$ cat src/rtl/pipeline_ctrl_pkg.sv
// pipeline_ctrl shared types and encodings.
// State codes match the legacy defines.v values.
package pipeline_ctrl_pkg;

  localparam logic [1:0] ST_RUN    = 2'd0;
  localparam logic [1:0] ST_FLUSH  = 2'd1;
  localparam logic [1:0] ST_LSTALL = 2'd2;

  localparam logic [31:0] INST_NOP = 32'h0000_0013;

  typedef struct packed {
    logic jump_en;
    logic stall_pc;
    logic stall_ifid;
    logic stall_idex;
    logic flush_ifid;
    logic flush_idex;
  } ctrl_t;

  localparam ctrl_t CTRL_NONE = '0;

  function automatic logic any_stall(ctrl_t c);
    return c.stall_pc | c.stall_ifid | c.stall_idex;
  endfunction

endpackage

$ cat src/rtl/pipeline_ctrl_if.sv
// pipeline_ctrl hazard inputs and stage controls.
// master drives hazard info, slave is the unit.
interface pipeline_ctrl_if;

  logic        jump_en_i;
  logic [31:0] jump_addr_i;
  logic        ex_busy_i;
  logic        ext_hold_i;
  logic        idex_is_load_i;
  logic        idex_reg_wen_i;
  logic [4:0]  idex_rd_addr_i;
  logic [4:0]  id_rs1_addr_i;
  logic [4:0]  id_rs2_addr_i;
  logic        id_rs1_used_i;
  logic        id_rs2_used_i;

  logic        jump_en_o;
  logic [31:0] jump_addr_o;
  logic        stall_pc_o;
  logic        stall_ifid_o;
  logic        flush_ifid_o;
  logic        stall_idex_o;
  logic        flush_idex_o;

  modport master (
    output jump_en_i, jump_addr_i,
    output ex_busy_i, ext_hold_i,
    output idex_is_load_i, idex_reg_wen_i,
    output idex_rd_addr_i,
    output id_rs1_addr_i, id_rs2_addr_i,
    output id_rs1_used_i, id_rs2_used_i,
    input  jump_en_o, jump_addr_o,
    input  stall_pc_o, stall_ifid_o,
    input  flush_ifid_o,
    input  stall_idex_o, flush_idex_o
  );

  modport slave (
    input  jump_en_i, jump_addr_i,
    input  ex_busy_i, ext_hold_i,
    input  idex_is_load_i, idex_reg_wen_i,
    input  idex_rd_addr_i,
    input  id_rs1_addr_i, id_rs2_addr_i,
    input  id_rs1_used_i, id_rs2_used_i,
    output jump_en_o, jump_addr_o,
    output stall_pc_o, stall_ifid_o,
    output flush_ifid_o,
    output stall_idex_o, flush_idex_o
  );

endinterface

$ cat src/rtl/pipeline_ctrl_sat_counter.sv
// Saturating up-counter for perf statistics.
// Holds at all-ones instead of wrapping.
module sat_counter #(
  parameter int W = 32
) (
  input  logic         clk,
  input  logic         rst,
  input  logic         inc,
  output logic [W-1:0] q
);

  // count up on inc until all-ones
  always_ff @(posedge clk or negedge rst) begin
    if (!rst) begin
      q <= '0;
    end else if (inc && (q != '1)) begin
      q <= q + W'(1);
    end
  end

endmodule

$ cat src/rtl/pipeline_ctrl.sv
// Hazard and flow-control unit for the 5-stage core.
// Drives pc_reg/if_id/id_ex hold and flush controls.
module pipeline_ctrl
  import pipeline_ctrl_pkg::*;
#(
  parameter int FLUSH_CYCLES      = 1,
  parameter int LOAD_STALL_CYCLES = 1,
  parameter int CNT_W             = 32
) (
  input  logic             clk,
  input  logic             rst,
  pipeline_ctrl_if.slave   bus,
  output logic [CNT_W-1:0] stall_cnt_o,
  output logic [CNT_W-1:0] flush_cnt_o
);

  localparam logic [2:0] FL_LOAD =
    3'(FLUSH_CYCLES - 1);
  localparam logic [2:0] LS_LOAD =
    3'(LOAD_STALL_CYCLES - 1);

  logic [1:0] state, state_n;
  logic [2:0] cnt, cnt_n;
  logic       haz;
  logic       hit1, hit2;
  logic       sel_jmp, sel_frz;
  logic       sel_ls, sel_fl, sel_haz;
  ctrl_t      ctl;

  // load-use match against id_ex destination
  always_comb begin
    hit1 = bus.id_rs1_used_i &&
           (bus.id_rs1_addr_i == bus.idex_rd_addr_i);
    hit2 = bus.id_rs2_used_i &&
           (bus.id_rs2_addr_i == bus.idex_rd_addr_i);
    haz  = bus.idex_is_load_i && bus.idex_reg_wen_i &&
           (bus.idex_rd_addr_i != 5'd0) && (hit1 || hit2);
  end

  // one-hot priority: jump > freeze > tails > haz
  always_comb begin
    sel_jmp = bus.jump_en_i;
    sel_frz = !sel_jmp &&
              (bus.ex_busy_i || bus.ext_hold_i);
    sel_ls  = !sel_jmp && !sel_frz &&
              (state == ST_LSTALL);
    sel_fl  = !sel_jmp && !sel_frz &&
              (state == ST_FLUSH);
    sel_haz = !sel_jmp && !sel_frz &&
              (state == ST_RUN) && haz;
  end

  // control decode and next-state
  always_comb begin
    ctl     = CTRL_NONE;
    state_n = state;
    cnt_n   = cnt;
    if (rst) begin
      unique case (1'b1)
        sel_jmp: begin
          ctl.jump_en    = 1'b1;
          ctl.flush_ifid = 1'b1;
          ctl.flush_idex = 1'b1;
          if (FLUSH_CYCLES > 1) begin
            state_n = ST_FLUSH;
            cnt_n   = FL_LOAD;
          end else begin
            state_n = ST_RUN;
            cnt_n   = 3'd0;
          end
        end
        sel_frz: begin
          ctl.stall_pc   = 1'b1;
          ctl.stall_ifid = 1'b1;
          ctl.stall_idex = 1'b1;
        end
        sel_ls: begin
          ctl.stall_pc   = 1'b1;
          ctl.stall_ifid = 1'b1;
          ctl.flush_idex = 1'b1;
          cnt_n = cnt - 3'd1;
          if (cnt <= 3'd1) begin
            state_n = ST_RUN;
            cnt_n   = 3'd0;
          end
        end
        sel_fl: begin
          ctl.flush_ifid = 1'b1;
          cnt_n = cnt - 3'd1;
          if (cnt <= 3'd1) begin
            state_n = ST_RUN;
            cnt_n   = 3'd0;
          end
        end
        sel_haz: begin
          ctl.stall_pc   = 1'b1;
          ctl.stall_ifid = 1'b1;
          ctl.flush_idex = 1'b1;
          if (LOAD_STALL_CYCLES > 1) begin
            state_n = ST_LSTALL;
            cnt_n   = LS_LOAD;
          end
        end
        default: begin
          state_n = ST_RUN;
          cnt_n   = 3'd0;
        end
      endcase
    end
  end

  // state and down-counter registers
  always_ff @(posedge clk or negedge rst) begin
    if (!rst) begin
      state <= ST_RUN;
      cnt   <= 3'd0;
    end else begin
      state <= state_n;
      cnt   <= cnt_n;
    end
  end

  // drive stage controls onto the bus
  always_comb begin
    bus.jump_en_o    = ctl.jump_en;
    bus.jump_addr_o  = ctl.jump_en ?
                       bus.jump_addr_i : 32'd0;
    bus.stall_pc_o   = ctl.stall_pc;
    bus.stall_ifid_o = ctl.stall_ifid;
    bus.flush_ifid_o = ctl.flush_ifid;
    bus.stall_idex_o = ctl.stall_idex;
    bus.flush_idex_o = ctl.flush_idex;
  end

  sat_counter #(.W(CNT_W)) u_stall_cnt (
    .clk (clk),
    .rst (rst),
    .inc (any_stall(ctl)),
    .q   (stall_cnt_o)
  );

  sat_counter #(.W(CNT_W)) u_flush_cnt (
    .clk (clk),
    .rst (rst),
    .inc (ctl.jump_en),
    .q   (flush_cnt_o)
  );

endmodule

$ cat src/flat_wrapper.sv
// flat-port wrapper written by rule: the top's interface ports become plain ports
module pipeline_ctrl_flat import pipeline_ctrl_pkg::*;
#(
  parameter int FLUSH_CYCLES      = 1,
  parameter int LOAD_STALL_CYCLES = 1,
  parameter int CNT_W             = 32
)
  (clk, rst, stall_cnt_o, flush_cnt_o, bus_jump_en_i, bus_jump_addr_i, bus_ex_busy_i, bus_ext_hold_i, bus_idex_is_load_i, bus_idex_reg_wen_i, bus_idex_rd_addr_i, bus_id_rs1_addr_i, bus_id_rs2_addr_i, bus_id_rs1_used_i, bus_id_rs2_used_i, bus_jump_en_o, bus_jump_addr_o, bus_stall_pc_o, bus_stall_ifid_o, bus_flush_ifid_o, bus_stall_idex_o, bus_flush_idex_o);
  pipeline_ctrl_if bus_i ();
  input  logic clk;
  input  logic rst;
  output logic [CNT_W-1:0] stall_cnt_o;
  output logic [CNT_W-1:0] flush_cnt_o;
  input wire logic [$bits(bus_i.jump_en_i)-1:0] bus_jump_en_i;
  input wire logic [$bits(bus_i.jump_addr_i)-1:0] bus_jump_addr_i;
  input wire logic [$bits(bus_i.ex_busy_i)-1:0] bus_ex_busy_i;
  input wire logic [$bits(bus_i.ext_hold_i)-1:0] bus_ext_hold_i;
  input wire logic [$bits(bus_i.idex_is_load_i)-1:0] bus_idex_is_load_i;
  input wire logic [$bits(bus_i.idex_reg_wen_i)-1:0] bus_idex_reg_wen_i;
  input wire logic [$bits(bus_i.idex_rd_addr_i)-1:0] bus_idex_rd_addr_i;
  input wire logic [$bits(bus_i.id_rs1_addr_i)-1:0] bus_id_rs1_addr_i;
  input wire logic [$bits(bus_i.id_rs2_addr_i)-1:0] bus_id_rs2_addr_i;
  input wire logic [$bits(bus_i.id_rs1_used_i)-1:0] bus_id_rs1_used_i;
  input wire logic [$bits(bus_i.id_rs2_used_i)-1:0] bus_id_rs2_used_i;
  output wire logic [$bits(bus_i.jump_en_o)-1:0] bus_jump_en_o;
  output wire logic [$bits(bus_i.jump_addr_o)-1:0] bus_jump_addr_o;
  output wire logic [$bits(bus_i.stall_pc_o)-1:0] bus_stall_pc_o;
  output wire logic [$bits(bus_i.stall_ifid_o)-1:0] bus_stall_ifid_o;
  output wire logic [$bits(bus_i.flush_ifid_o)-1:0] bus_flush_ifid_o;
  output wire logic [$bits(bus_i.stall_idex_o)-1:0] bus_stall_idex_o;
  output wire logic [$bits(bus_i.flush_idex_o)-1:0] bus_flush_idex_o;
  assign bus_i.jump_en_i = bus_jump_en_i;
  assign bus_i.jump_addr_i = bus_jump_addr_i;
  assign bus_i.ex_busy_i = bus_ex_busy_i;
  assign bus_i.ext_hold_i = bus_ext_hold_i;
  assign bus_i.idex_is_load_i = bus_idex_is_load_i;
  assign bus_i.idex_reg_wen_i = bus_idex_reg_wen_i;
  assign bus_i.idex_rd_addr_i = bus_idex_rd_addr_i;
  assign bus_i.id_rs1_addr_i = bus_id_rs1_addr_i;
  assign bus_i.id_rs2_addr_i = bus_id_rs2_addr_i;
  assign bus_i.id_rs1_used_i = bus_id_rs1_used_i;
  assign bus_i.id_rs2_used_i = bus_id_rs2_used_i;
  assign bus_jump_en_o = bus_i.jump_en_o;
  assign bus_jump_addr_o = bus_i.jump_addr_o;
  assign bus_stall_pc_o = bus_i.stall_pc_o;
  assign bus_stall_ifid_o = bus_i.stall_ifid_o;
  assign bus_flush_ifid_o = bus_i.flush_ifid_o;
  assign bus_stall_idex_o = bus_i.stall_idex_o;
  assign bus_flush_idex_o = bus_i.flush_idex_o;
  pipeline_ctrl #(.FLUSH_CYCLES(FLUSH_CYCLES), .LOAD_STALL_CYCLES(LOAD_STALL_CYCLES), .CNT_W(CNT_W)) u_core (.clk(clk), .rst(rst), .bus(bus_i), .stall_cnt_o(stall_cnt_o), .flush_cnt_o(flush_cnt_o));
endmodule
$ cat config.mk
export PLATFORM = sky130hd
export DESIGN_NAME = pipeline_ctrl_flat
export DESIGN_NICKNAME = d
export VERILOG_FILES = /design/src/rtl/pipeline_ctrl_pkg.sv /design/src/rtl/pipeline_ctrl_if.sv /design/src/rtl/pipeline_ctrl_sat_counter.sv /design/src/rtl/pipeline_ctrl.sv /design/src/flat_wrapper.sv
export SDC_FILE = /design/constraint.sdc
export NUM_CORES = 1
export LEC_CHECK = 0
export ABC_AREA = 1
export BUFFER_PORTS_ARGS = -buffer_cell sky130_fd_sc_hd__buf_4
export CORE_AREA = 2 2 99 101
export DETAILED_ROUTE_END_ITERATION = 16
export DIE_AREA = 0 0 101 103
export PLACE_DENSITY = 0.8
export SETUP_SLACK_MARGIN = 0.02
export SKIP_CTS_REPAIR_TIMING = 1
export SKIP_LAST_GASP = 1
export SLEW_MARGIN = 20
export SYNTH_ARGS = -nofsm -noshare
export SYNTH_HDL_FRONTEND = slang
export SYNTH_SLANG_ARGS = --single-unit
$ cat constraint.sdc
create_clock -name clk -period 2.15 [get_ports clk]
set_clock_uncertainty 0.15 [all_clocks]
set_input_delay 0.43 -clock clk [delete_from_list [all_inputs] [get_ports clk]]
set_output_delay 0.43 -clock clk [all_outputs]
set_load 0.03 [all_outputs]
== After elaboration in Yosys (flattened, before gate mapping) ==
Cells that the tools add are included.
Widths: inputs -> output; s select.

* Register bits after elaboration: 69
* Bits of input ports: 56
* Output and inout bits: 102

* Add/subtract/negate cells: 3
* $lt $le $gt $ge: 1
* Equality and inequality tests: 7
* Mux-type cells: 11
* Bitwise gates (word level): 3
* Reduce and logical (&&, ||, !) cells: 26

{| class="wikitable"
|+ Operators with widths
! cell !! number
|-
| $add 32x1->32 const B || 2
|-
| $ne 32x32->1 const B || 2
|-
| $mux 32 || 1
|-
| $logic_and 1x1->1 || 13
|-
| $eq 5x5->1 || 2
|-
| $mux 6 || 1
|-
| $pmux 3 s2 || 1
|-
| $reduce_or 2->1 || 3
|-
| $reduce_or 3->1 || 2
|-
| $reduce_bool 5->1 || 1
|-
| $mux 1 || 4
|-
| $mux 2 || 2
|-
| $pmux 2 s2 || 1
|-
| $le 3x1->1 const B || 1
|-
| $mux 3 || 1
|-
| $reduce_and 3->1 || 1
|-
| $sub 3x1->3 const B || 1
|-
| $eq 2x1->1 const B || 1
|-
| $eq 2x2->1 const B || 1
|-
| $logic_not 1->1 || 2
|-
| $logic_not 2->1 || 1
|-
| $logic_or 1x1->1 || 2
|-
| $ne 2x1->1 const B || 1
|-
| $or 1x1->1 || 2
|-
| other kinds (2) || 2
|}

== Logic depth before layout (Yosys ltp) ==
* Word-level depth: 12
* Gate-level depth with buffers: 12

== Modules after synthesis ==
A second synthesis with hierarchy kept.

* Cells, all modules: 803
* Area total of the unflattened synthesis: 4931.0 um^2

{| class="wikitable"
|+ Modules (own cells, without submodules)
! module !! instances !! cells each !! area an instance (um^2) !! sequential area each (um^2)
|-
| sat_counter || 2 || 333 || 2190.9 || 800.8
|-
| pipeline_ctrl || 1 || 137 || 549.3 || 0.0
|}

== Worst setup path after synthesis ==
No wires, ideal clock.

* Path kind: input to output
* Start: in rst
* End: out bus_stall_pc_o
* Data arrival time: 2.019 ns
* Slack: -0.449 ns
* Cell stages on the path: 6
* Path through: inv_1 > nor3_1 > inv_1 > nand2_1 > buf_2 > buf_4

* Cells in the longest elaborated chain, start to end: 1

{| class="wikitable"
|+ Ends and longest elaborated chain
! what !! line !! text
|-
| start: declaration || flat_wrapper.sv:11 || <nowiki>input logic rst;</nowiki>
|-
| $mux 6 || pipeline_ctrl.sv:58 || <nowiki>if (rst) begin</nowiki>
|-
| end: declaration || flat_wrapper.sv:27 || <nowiki>output wire logic [$bits(bus_i.stall_pc_o)-1:0] bus_stall_pc_o;</nowiki>
|}

Every way passes these cells.

== Worst setup path in the final report ==
* Start: in bus_idex_rd_addr_i[0]
* End: out bus_stall_pc_o

* Cells in the longest elaborated chain, start to end: 8
* Elaborated cells between the ends (all ways): 12

{| class="wikitable"
|+ Ends and longest elaborated chain
! what !! line !! text
|-
| start: declaration || flat_wrapper.sv:20 || <nowiki>input wire logic [$bits(bus_i.idex_rd_addr_i)-1:0] bus_idex_rd_addr_i;</nowiki>
|-
| $eq 5x5->1 (on tied branches) || pipeline_ctrl.sv:33, pipeline_ctrl.sv:35 ||
|-
| $logic_and 1x1->1 (on tied branches) || pipeline_ctrl.sv:32, pipeline_ctrl.sv:34 ||
|-
| $logic_or 1x1->1 || pipeline_ctrl.sv:37 || <nowiki>(bus.idex_rd_addr_i != 5'd0) && (hit1 || hit2);</nowiki>
|-
| $logic_and 1x1->1 (*) || pipeline_ctrl.sv:37 ||
|-
| $logic_and 1x1->1 (*) || pipeline_ctrl.sv:50 || <nowiki>(state == ST_RUN) && haz;</nowiki>
|-
| $reduce_or 3->1 (no source line) (*) || n/a ||
|-
| $mux 2 (*) || pipeline_ctrl.sv:59 || <nowiki>unique case (1'b1)</nowiki>
|-
| $mux 6 (*) || pipeline_ctrl.sv:58 ||
|}

Every way passes the cells marked *; elsewhere a longest branch is shown, timed or not.

==> metrics.md <==
| Metric | Value |
|---|---|
| Crit Path Class | `input port to output port` |
| Setup WS pre-CTS | `17.0 ps` |
| Die Area | `10,400 µm²` |
| Clock sink count | `64` |
| Max-cap violations | `0` |
| Post-DP HPWL | `11.1 mm` |
| # IOs | `158` |
| Finish-stage setup viols | `0` |
| Most common cell after layout, fill and taps aside | `nand2_1` |
| Sequential share of power | `38.8%` |
| Layout Area Growth over Synthesis | `36.8%` |
| Tightest Pin Transition | `841 ps` |
| Layout Nets | `1,024` |
| Register Area | `1600 µm²` |
| PnR worst setup slack | `141 ps` |
| Clock power frac | `27.7%` |
| Placed Area | `6220 µm²` |
| Mapped Area | `4730 µm²` |
| H-tree depth reported by CTS | `3` |
| Clk slew on worst S/H paths | `70 ps` |
| Worst-path maximum fanout | `5` |
| Hold Crit Class | `input port to async pin` |
| Gr ovfl total | `0` |
| Fill count | `835` |
| Overall die height | `103 µm` |
| Routed Antenna Nets | `0` |
| Reg2reg end | `u_core.u_stall_cnt.q[30]$_DFFE_PN0P_` |
| Unrepaired setup endpoints after global routing | `no` |
| DRC violations left | `0` |
| Syn_nets | `837` |
| Worst VDD drop | `0.000317 V` |
| Routed length per instance | `12.9 µm` |
| Combinational group share of total power | `33.5%` |
| Synth Area per Inst | `6.07 µm²` |
| PortBufs | `157` |
| Internal Power | `2.38 mW` |
| Worst reg-to-reg path cell count | `11` |
| Lkg Pwr | `3.47 nW` |
| R2r startpoint | `u_core.u_stall_cnt.q[0]$_DFFE_PN0P_` |
| Post-route cell area | `6470 µm²` |
| Vias in the first global route | `4,637` |
| TritonCTS clock tree | `done` |
| Share of layout cells above drive strength 1 | `23.0%` |
| Core area | `9460 µm²` |
| Startpoint types | `input port` |
| Pin count of the biggest net entering global routing | `65` |
| Effective utilization at floorplan | `50.0%` |
| Post-synthesis register bit count | `64` |
| First-pass GRT wire length | `22.0 mm` |
| Final WL | `14.0 mm` |
| Cell row count | `36` |
| Commonest cells after routing, fill and taps aside | `nand2_1, buf_4, nor2_1` |
| DIE WIDTH | `101 µm` |
| CP endpoint kind | `output port` |
| Initial drt markers | `324` |
| Area of the multi-input gates | `2720 µm²` |
| Peak Freq | `498 MHz` |
| Flop2flop setup slack | `180 ps` |
| CTS max path bufs | `2` |
| Max-slew violations | `0` |
| Final hold vios | `0` |
| Root Buffer | `clkbuf_8` |
| Worst relative slew slack | `43.9%` |
| CTS buffer count | `9` |
| Status | `completed` |
| Switching Fraction | `36.9%` |
| Initial antenna violation count | `0` |
| Sequential element share of the synthesized area | `33.8%` |
| Synth cell types | `25` |
| Vias | `5,452` |
| Vias per Instance | `5.02` |
| Final GP Congestion | `0.975` |
| Fin crit share | `93.4%` |
| Clock latency on the worst-skew pair | `340 ps` |
| Minimum clock period | `2010 ps` |
| Crit path arrival time | `1430 ps` |
| N_diodes | `0` |
| Total track usage | `26.8%` |
| Yosys warning count | `0` |
| Sw power | `1.39 mW` |
| Worst EP required | `1570 ps` |
| Mapped Cells | `779` |
| DR pass1 iterations | `7` |
| Power per cell area | `582 nW/µm²` |
cell usage after synthesis:
cell type	count	share of area, %
dfrtp_1	64	34
a21oi_1	1	0.11
inv_2	1	0.079
o21ai_1	14	1.5
buf_4	2	0.32
o21ai_0	7	0.74
xor2_1	22	4.1
clkbuf_1	4	0.32
nand3_1	56	5.9
nand3b_2	1	0.24
buf_2	10	1.1
nand3_2	1	0.21
inv_1	87	6.9
nand3b_1	17	2.7
nor2_1	132	10
nor2_2	1	0.13
xnor2_1	9	1.7
ha_1	2	0.53
clkbuf_2	1	0.11
nor2_4	1	0.24
nor3_1	16	1.7
nand2_1	319	25
buf_6	3	0.71
nand2_4	1	0.24
nand4_1	7	0.93
critical path, stage by stage:
cell and delay, ps:
buf_4 130, nand2_1 60, nand2_1 50, nor2_1 110, nand3_1 90, nand2_1 60, nand2_1 70, nand2_1 210
buf_4 210
flip-flops by register name (all words and copies together), names as in the netlist:
register              flops
u_core.u_flush_cnt.q     32
u_core.u_stall_cnt.q     32
kinds of logic (layout without fill, tap and decap cells):
| kind of cell | after synthesis | in the layout | share of synthesized area [%] |
|---|---|---|---|
| AO/OA/AOI/OAI | 22 | 22 | 2.33 |
| buffers and inverters | 108 | 300 | 9.49 |
| XOR/XNOR | 31 | 31 | 5.74 |
| adder cells (fa/ha/maj) | 2 | 2 | 0.529 |
| flip-flops | 64 | 64 | 33.8 |
| AND/OR/NAND/NOR | 552 | 552 | 48.1 |
how the worst max path moves through the flow:
stage	startpoint	endpoint	slack [ps]	depth (start not counted)
2_1_floorplan	rst	bus_stall_pc_o	60	6
3_3_place_gp	u_core.u_flush_cnt.q[0]$_DFFE_PN0P_	u_core.u_flush_cnt.q[20]$_DFFE_PN0P_	50	11
3_5_place_dp	u_core.u_flush_cnt.q[0]$_DFFE_PN0P_	u_core.u_flush_cnt.q[20]$_DFFE_PN0P_	20	11
4_1_cts	u_core.u_flush_cnt.q[1]$_DFFE_PN0P_	u_core.u_flush_cnt.q[20]$_DFFE_PN0P_	-5	11
5_1_grt	u_core.u_stall_cnt.q[0]$_DFFE_PN0P_	u_core.u_stall_cnt.q[30]$_DFFE_PN0P_	3	11
6_report	bus_idex_rd_addr_i[0]	bus_stall_pc_o	140	9
power by group through the flow:
stage / logic [mW] / registers (mW) / clock network (mW)
3_3_place_gp: 1.24 / 1.48 / 0
5_1_grt: 1.37 / 1.48 / 1.10
6_report: 1.26 / 1.46 / 1.05
4_1_cts: 1.26 / 1.46 / 1.06
3_5_place_dp: 1.26 / 1.48 / 0
2_1_floorplan: 0.440 / 1.73 / 0
area by class of cell:
class / count / share of cell area [%]
multi-input combinational: 607 / 42.0
sequential: 64 / 24.8
timing repair buffer: 196 / 22.8
inverter: 88 / 5.18
tap: 114 / 2.20
clock buffer: 11 / 2.18
clock inverter: 5 / 0.870
through the flow:
| stage | power [mW] | utilization, % | instances | TNS, ps | hold WS (ps) |
|---|---|---|---|---|---|
| 2_1_floorplan | 2.17 | - | 779 | 0 | -15.6 |
| 5_1_grt | 3.95 | 68.4 | 1085 | 0 | 218 |
| 3_5_place_dp | 2.74 | 65.7 | 1066 | 0 | 391 |
| 4_1_cts | 3.79 | 67.8 | 1082 | -4.84 | 161 |
| 6_report | 3.77 | 68.4 | 1085 | 0 | 88.8 |
| 3_3_place_gp | 2.71 | 65.7 | 1066 | 0 | 373 |
per-layer routing:
layer,vias up,GRT usage (%),wire (µm)
li1,2767,-,-
met3,20,4.41,991
met2,240,43.4,6480
met4,0,9.36,270
met1,2425,36.5,6290
met5,-,0,0
Note: power is estimated with default switching activity, not from simulation.
